`src/rtl/mac_pkg.sv`:
```
// Shared types and widths for the 8-bit multiply-accumulate datapath.
package mac_pkg;

  localparam int unsigned SAMPLE_W = 8;
  localparam int unsigned PROD_W   = 16;
  localparam int unsigned ACC_W    = 20;

  typedef logic [ACC_W-1:0] acc_t;

endpackage

```
`src/rtl/fifo_mem.sv`:
```
// DEPTH x WIDTH register array: one synchronous write port, one combinational read port, no reset.
module fifo_mem #(
  parameter int unsigned WIDTH = 20,
  parameter int unsigned DEPTH = 8,
  localparam int unsigned AW   = $clog2(DEPTH)
) (
  input  logic             clk,
  input  logic             we,
  input  logic [AW-1:0]    waddr,
  input  logic [WIDTH-1:0] wdata,
  input  logic [AW-1:0]    raddr,
  output logic [WIDTH-1:0] rdata
);

  logic [WIDTH-1:0] mem_q [DEPTH];

  always_ff @(posedge clk) begin
    if (we) mem_q[waddr] <= wdata;
  end

  assign rdata = mem_q[raddr];

endmodule

```
`src/rtl/mac_result_fifo.sv`:
```
// First-word-fall-through result buffer behind the MAC stage; drops results when full
// and keeps a sticky overflow flag plus a saturating drop counter.
module mac_result_fifo
  import mac_pkg::*;
#(
  parameter int unsigned WIDTH = ACC_W,
  parameter int unsigned DEPTH = 8,
  parameter int unsigned CNTW  = 8,
  localparam int unsigned AW   = $clog2(DEPTH),
  localparam int unsigned CW   = AW + 1
) (
  input  logic             clk,
  input  logic             reset,
  input  logic [WIDTH-1:0] f_in,
  input  logic             valid_in,
  output logic [WIDTH-1:0] data_out,
  output logic             valid_out,
  input  logic             ready_in,
  output logic             full,
  output logic             empty,
  output logic [CW-1:0]    count,
  output logic             overflow,
  output logic [CNTW-1:0]  drop_count
);

  logic [AW-1:0]    rd_ptr_q, rd_ptr_d;
  logic [AW-1:0]    wr_ptr_q, wr_ptr_d;
  logic [CW-1:0]    count_q, count_d;
  logic             overflow_q, overflow_d;
  logic [CNTW-1:0]  drop_count_q, drop_count_d;
  logic             push, pop, drop;
  logic [WIDTH-1:0] rdata;

  fifo_mem #(
    .WIDTH (WIDTH),
    .DEPTH (DEPTH)
  ) u_mem (
    .clk   (clk),
    .we    (push && !reset),
    .waddr (wr_ptr_q),
    .wdata (f_in),
    .raddr (rd_ptr_q),
    .rdata (rdata)
  );

  // Status decode from registered occupancy.
  assign empty      = (count_q == '0);
  assign full       = (count_q == CW'(DEPTH));
  assign valid_out  = !empty;
  assign data_out   = empty ? '0 : rdata;
  assign count      = count_q;
  assign overflow   = overflow_q;
  assign drop_count = drop_count_q;

  // A write into a full FIFO is only accepted when the head leaves on the same edge.
  assign pop  = valid_out && ready_in;
  assign push = valid_in && (!full || pop);
  assign drop = valid_in && full && !pop;

  always_comb begin
    rd_ptr_d     = rd_ptr_q;
    wr_ptr_d     = wr_ptr_q;
    count_d      = count_q;
    overflow_d   = overflow_q;
    drop_count_d = drop_count_q;

    if (pop)  rd_ptr_d = rd_ptr_q + AW'(1);
    if (push) wr_ptr_d = wr_ptr_q + AW'(1);

    case ({push, pop})
      2'b10:   count_d = count_q + CW'(1);
      2'b01:   count_d = count_q - CW'(1);
      default: count_d = count_q;
    endcase

    if (drop) begin
      overflow_d = 1'b1;
      if (drop_count_q != '1) drop_count_d = drop_count_q + CNTW'(1);
    end
  end

  always_ff @(posedge clk) begin
    if (reset) begin
      rd_ptr_q     <= '0;
      wr_ptr_q     <= '0;
      count_q      <= '0;
      overflow_q   <= 1'b0;
      drop_count_q <= '0;
    end else begin
      rd_ptr_q     <= rd_ptr_d;
      wr_ptr_q     <= wr_ptr_d;
      count_q      <= count_d;
      overflow_q   <= overflow_d;
      drop_count_q <= drop_count_d;
    end
  end

endmodule
```
`config.mk`:
```
export PLATFORM = sky130hd
export DESIGN_NAME = mac_result_fifo
export DESIGN_NICKNAME = d
export VERILOG_FILES = /design/src/rtl/mac_pkg.sv /design/src/rtl/fifo_mem.sv /design/src/rtl/mac_result_fifo.sv
export SDC_FILE = /design/constraint.sdc
export NUM_CORES = 1
export LEC_CHECK = 0
export ABC_AREA = 1
export CORE_MARGIN = 2
export CORE_UTILIZATION = 58
export CTS_CLUSTER_DIAMETER = 150
export DETAILED_ROUTE_END_ITERATION = 7
export PLACE_DENSITY = 0.88
export RECOVER_POWER = 50
export SLEW_MARGIN = 20
export SYNTH_ARGS = -nofsm -noshare
export SYNTH_HDL_FRONTEND = slang
export SYNTH_SLANG_ARGS = --single-unit
export TNS_END_PERCENT = 30
```
`constraint.sdc`:
```
create_clock -name clk -period 3.2 [get_ports clk]
set_input_delay 0.32 -clock clk [delete_from_list [all_inputs] [get_ports clk]]
set_output_delay 0.32 -clock clk [all_outputs]
set_load 0.01 [all_outputs]
```
==> run_summary.xml <==
<?xml version="1.0" encoding="UTF-8"?>
<metrics>
  <group name="pwr">
    <metric name="irDropWorstVdd" unit="uV">625</metric>
    <metric name="power.static_leakage" unit="nW">3.03</metric>
    <metric name="power_density_normalized_to_cell_area" unit="nW/um^2">707</metric>
  </group>
  <group name="global_route">
    <metric name="overflow" unit="">0</metric>
    <metric name="grt_first_pass_wirelength" unit="mm">26.2</metric>
    <metric name="antenna_found_initial" unit="">0</metric>
    <metric name="via_count_of_the_first_global_routing_pass" unit="">5265</metric>
    <metric name="grt_start_max_net_pins" unit="">53</metric>
    <metric name="groute.usage.overall" unit="%">26.1</metric>
  </group>
  <group name="sta">
    <metric name="rsz0062_at_grt" unit="">no</metric>
    <metric name="achievable-frequency" unit="MHz">336</metric>
    <metric name="final_hold_viol_count" unit="">0</metric>
    <metric name="fin_skew" unit="ps">7.40</metric>
    <metric name="tightestPinTransition" unit="ps">986</metric>
    <metric name="tns" unit="ps">0</metric>
    <metric name="setup_viol" unit="">0</metric>
    <metric name="worst_slew_margin_rel" unit="%">33.7</metric>
    <metric name="final.min_clock_period" unit="ps">2980</metric>
    <metric name="slew_viol_final" unit="">0</metric>
    <metric name="final_min_period_over_clock_period" unit="%">93.1</metric>
  </group>
  <group name="cts">
    <metric name="clkSinkCount" unit="">182</metric>
    <metric name="htree_num_levels" unit="">4</metric>
    <metric name="worst_skew_late_latency" unit="ps">430</metric>
    <metric name="postCtsHoldBufs" unit="">0</metric>
    <metric name="cts-root-buf" unit="">sky130_fd_sc_hd__clkbuf_16</metric>
    <metric name="cts-buffers-inserted" unit="">17</metric>
    <metric name="clock_path_buffers" unit="">2</metric>
    <metric name="ctsResizeCount" unit="">0</metric>
    <metric name="postCtsSetupRepairBufs" unit="">0</metric>
    <metric name="tritoncts" unit="">done</metric>
    <metric name="cts.clk_slew.worst_paths" unit="ps">60</metric>
  </group>
  <group name="status">
    <metric name="status" unit="">completed</metric>
  </group>
  <group name="drt">
    <metric name="drt-initial-drc-count" unit="">743</metric>
    <metric name="detail_route.wl_per_cell" unit="um">18.8</metric>
    <metric name="drtPass1Iterations" unit="">6</metric>
    <metric name="route.detailed.drc" unit="">0</metric>
    <metric name="ant_nets" unit="">0</metric>
    <metric name="drt-total-wl" unit="mm">16.3</metric>
    <metric name="avgViaCountPerCell" unit="">5.93</metric>
    <metric name="dr_total_vias" unit="">5125</metric>
  </group>
  <group name="floorplan">
    <metric name="coreArea" unit="um^2">12200</metric>
    <metric name="top_level_ports" unit="">60</metric>
    <metric name="die-area" unit="um^2">13500</metric>
    <metric name="die_height" unit="um">116</metric>
    <metric name="start_util" unit="%">60.0</metric>
    <metric name="dieWidth" unit="um">116</metric>
    <metric name="placementRows" unit="">40</metric>
  </group>
  <group name="placement">
    <metric name="dp.final_hpwl" unit="mm">9.95</metric>
    <metric name="placed_area" unit="um^2">8190</metric>
    <metric name="placed_instances" unit="">834</metric>
    <metric name="place.gp.congestion" unit="">0.801</metric>
    <metric name="io_buffer_count" unit="">59</metric>
  </group>
  <group name="cells_and_area">
    <metric name="final_nets" unit="">713</metric>
    <metric name="layout-area-overhead-vs-synth" unit="%">19.6</metric>
    <metric name="fin_cells" unit="">864</metric>
    <metric name="most_used_cells_in_the_layout_excluding_fill_and_tap_cells" unit="">sky130_fd_sc_hd__edfxtp_1, sky130_fd_sc_hd__nor2_1, sky130_fd_sc_hd__o21ai_0</metric>
    <metric name="post_route_cell_area" unit="um^2">8730</metric>
    <metric name="most_common_cell_after_layout_fill_and_taps_aside" unit="">sky130_fd_sc_hd__edfxtp_1</metric>
    <metric name="num_antenna_cells" unit="">0</metric>
    <metric name="layout-drive-gt1-share" unit="%">9.48</metric>
  </group>
  <group name="critical_path">
    <metric name="slowest_delay" unit="ps">580</metric>
    <metric name="path_class" unit="">flip-flop to output pin</metric>
    <metric name="path_common_cell" unit="">sky130_fd_sc_hd__o21ai_0</metric>
    <metric name="cp_data_arrival_time" unit="ps">2660</metric>
    <metric name="crit_path_launch_type" unit="">flip-flop</metric>
    <metric name="cp-end-kind" unit="">output pin</metric>
    <metric name="critical_path.slowest_cell" unit="">sky130_fd_sc_hd__clkdlybuf4s50_1</metric>
    <metric name="worstPathRequired" unit="ps">2880</metric>
    <metric name="critical_path.cell_chain" unit="">buf_4 -&gt; o21ai_0 -&gt; o22ai_1 -&gt; o21ai_0 -&gt; a31oi_1 -&gt; clkdlybuf4s50_1</metric>
    <metric name="cp_max_fo" unit="">52</metric>
  </group>
  <group name="logic_synthesis">
    <metric name="ys_top_cells_by_area" unit="">sky130_fd_sc_hd__edfxtp_1, sky130_fd_sc_hd__o21ai_0, sky130_fd_sc_hd__nor2_1, sky130_fd_sc_hd__dfxtp_1, sky130_fd_sc_hd__a31oi_1</metric>
    <metric name="yosysTopAreaCellShare" unit="%">65.8</metric>
    <metric name="yosysWarnings" unit="">0</metric>
    <metric name="synth_flop_cell" unit="">sky130_fd_sc_hd__edfxtp_1</metric>
    <metric name="synth_area_per_cell" unit="um^2">11.8</metric>
    <metric name="synthArstFlopShare" unit="%">0</metric>
    <metric name="number_of_flops_mapped_to_enable_cells_by_yosys" unit="">160</metric>
    <metric name="postSynthCellCount" unit="">616</metric>
    <metric name="synth_largest_area_cell" unit="">sky130_fd_sc_hd__edfxtp_1</metric>
    <metric name="synthesis.area" unit="um^2">7300</metric>
    <metric name="synthesis.nets" unit="">644</metric>
    <metric name="synth_sequential_area_ratio" unit="%">71.9</metric>
    <metric name="post_synth_num_cell_types" unit="">28</metric>
    <metric name="number_of_flip_flops_and_latches_in_the_synthesized_netlist" unit="">182</metric>
  </group>
  <group name="worst_hold_path">
    <metric name="hp-class" unit="">flip-flop to flip-flop</metric>
  </group>
  <group name="job">
    <metric name="drv.max_cap_violation_count" unit="">0</metric>
  </group>
</metrics>
-- Yosys cell counts, types with 5 or more instances --
master                     number
sky130_fd_sc_hd__nor2_1       138
sky130_fd_sc_hd__nand3_1       10
sky130_fd_sc_hd__nor3_1         5
sky130_fd_sc_hd__inv_1         23
sky130_fd_sc_hd__edfxtp_1     160
sky130_fd_sc_hd__nand2_1       32
sky130_fd_sc_hd__o22ai_1       20
sky130_fd_sc_hd__o21ai_0      107
sky130_fd_sc_hd__a31oi_1       21
sky130_fd_sc_hd__dfxtp_1       22
sky130_fd_sc_hd__nand2_2        5
sky130_fd_sc_hd__a21oi_1       13
sky130_fd_sc_hd__clkbuf_1      25
-- cell families after synthesis --
kind of cell | Yosys count | share of synthesized area, %
DFF | 182 | 71.9
AOI/OAI and AO/OA | 166 | 12.2
adders and majority gates | 4 | 0.686
and+or+nand+nor | 198 | 11.4
xor gates and xnor gates | 6 | 0.720
buffers and inverters | 60 | 3.17
-- sequential cells by signal, summed over array words and instances, names as in the netlist, named ones only --
register,flops
u_mem.mem_q,160
drop_count,8
count,4
overflow,1
wr_ptr_q,3
rd_ptr_q,3
-- through the flow --
| stage | utilization [%] | worst slack (ps) | power, mW | hold slack (ps) |
|---|---|---|---|---|
| final | 71.8 | 221 | 6.18 | 470 |
| after detailed placement | 67.3 | 647 | 4.20 | 456 |
| after global routing | 71.8 | 115 | 6.44 | 489 |
| after CTS | 72.0 | 256 | 6.20 | 470 |
| after global placement | 67.3 | 777 | 4.14 | 446 |
| after floorplan | - | 449 | 3.57 | 389 |
-- routing by layer --
metal  vias up  track usage [%]  wire [um]
met4         0             11.0        457
met5         -                0          0
met1      2458             31.8       6110
met2       274             44.5       8490
li1       2347                -          -
met3        46             6.80       1230
-- power breakdown --
part           switching, mW  total [mW]  leakage [nW]  internal, mW
Clock                  0.814        2.02         0.274          1.20
Sequential            0.0507        2.71          1.63          2.66
Combinational          0.870        1.45          1.13         0.583
Total                   1.74        6.18          3.03          4.44
-- critical path, delay by kind of cell, from the launching register on --
kind | cells | cell delay [ps]
AO/OA/AOI/OAI | 4 | 820
flip-flops | 1 | 360
buffers and inverters | 2 | 1030
-- path summary, 6_finish.rpt --
path	start	endpoint	slack, ps	cells after the start
worst min-delay path	rd_ptr_q[2]$_SDFFE_PP0N_	flip-flop	470	2
worst max register to register	count[3]$_SDFFE_PP0P_	u_mem.mem_q[5][5]$_DFFE_PP_	680	8
worst min register to register	rd_ptr_q[2]$_SDFFE_PP0N_	flip-flop	470	2
worst max-delay path	flip-flop	data_out[0]	220	6
-- area by class of cell --
class | instances | area, um^2
repair buffers | 82 | 776
fillers | 766 | 3430
clock inverters | 12 | 138
multi-input cells | 374 | 1830
clock buffers | 18 | 429
flip-flops and latches | 182 | 5250
well taps | 168 | 210
inverters | 28 | 106
Note: power is estimated with default switching activity, not from simulation.
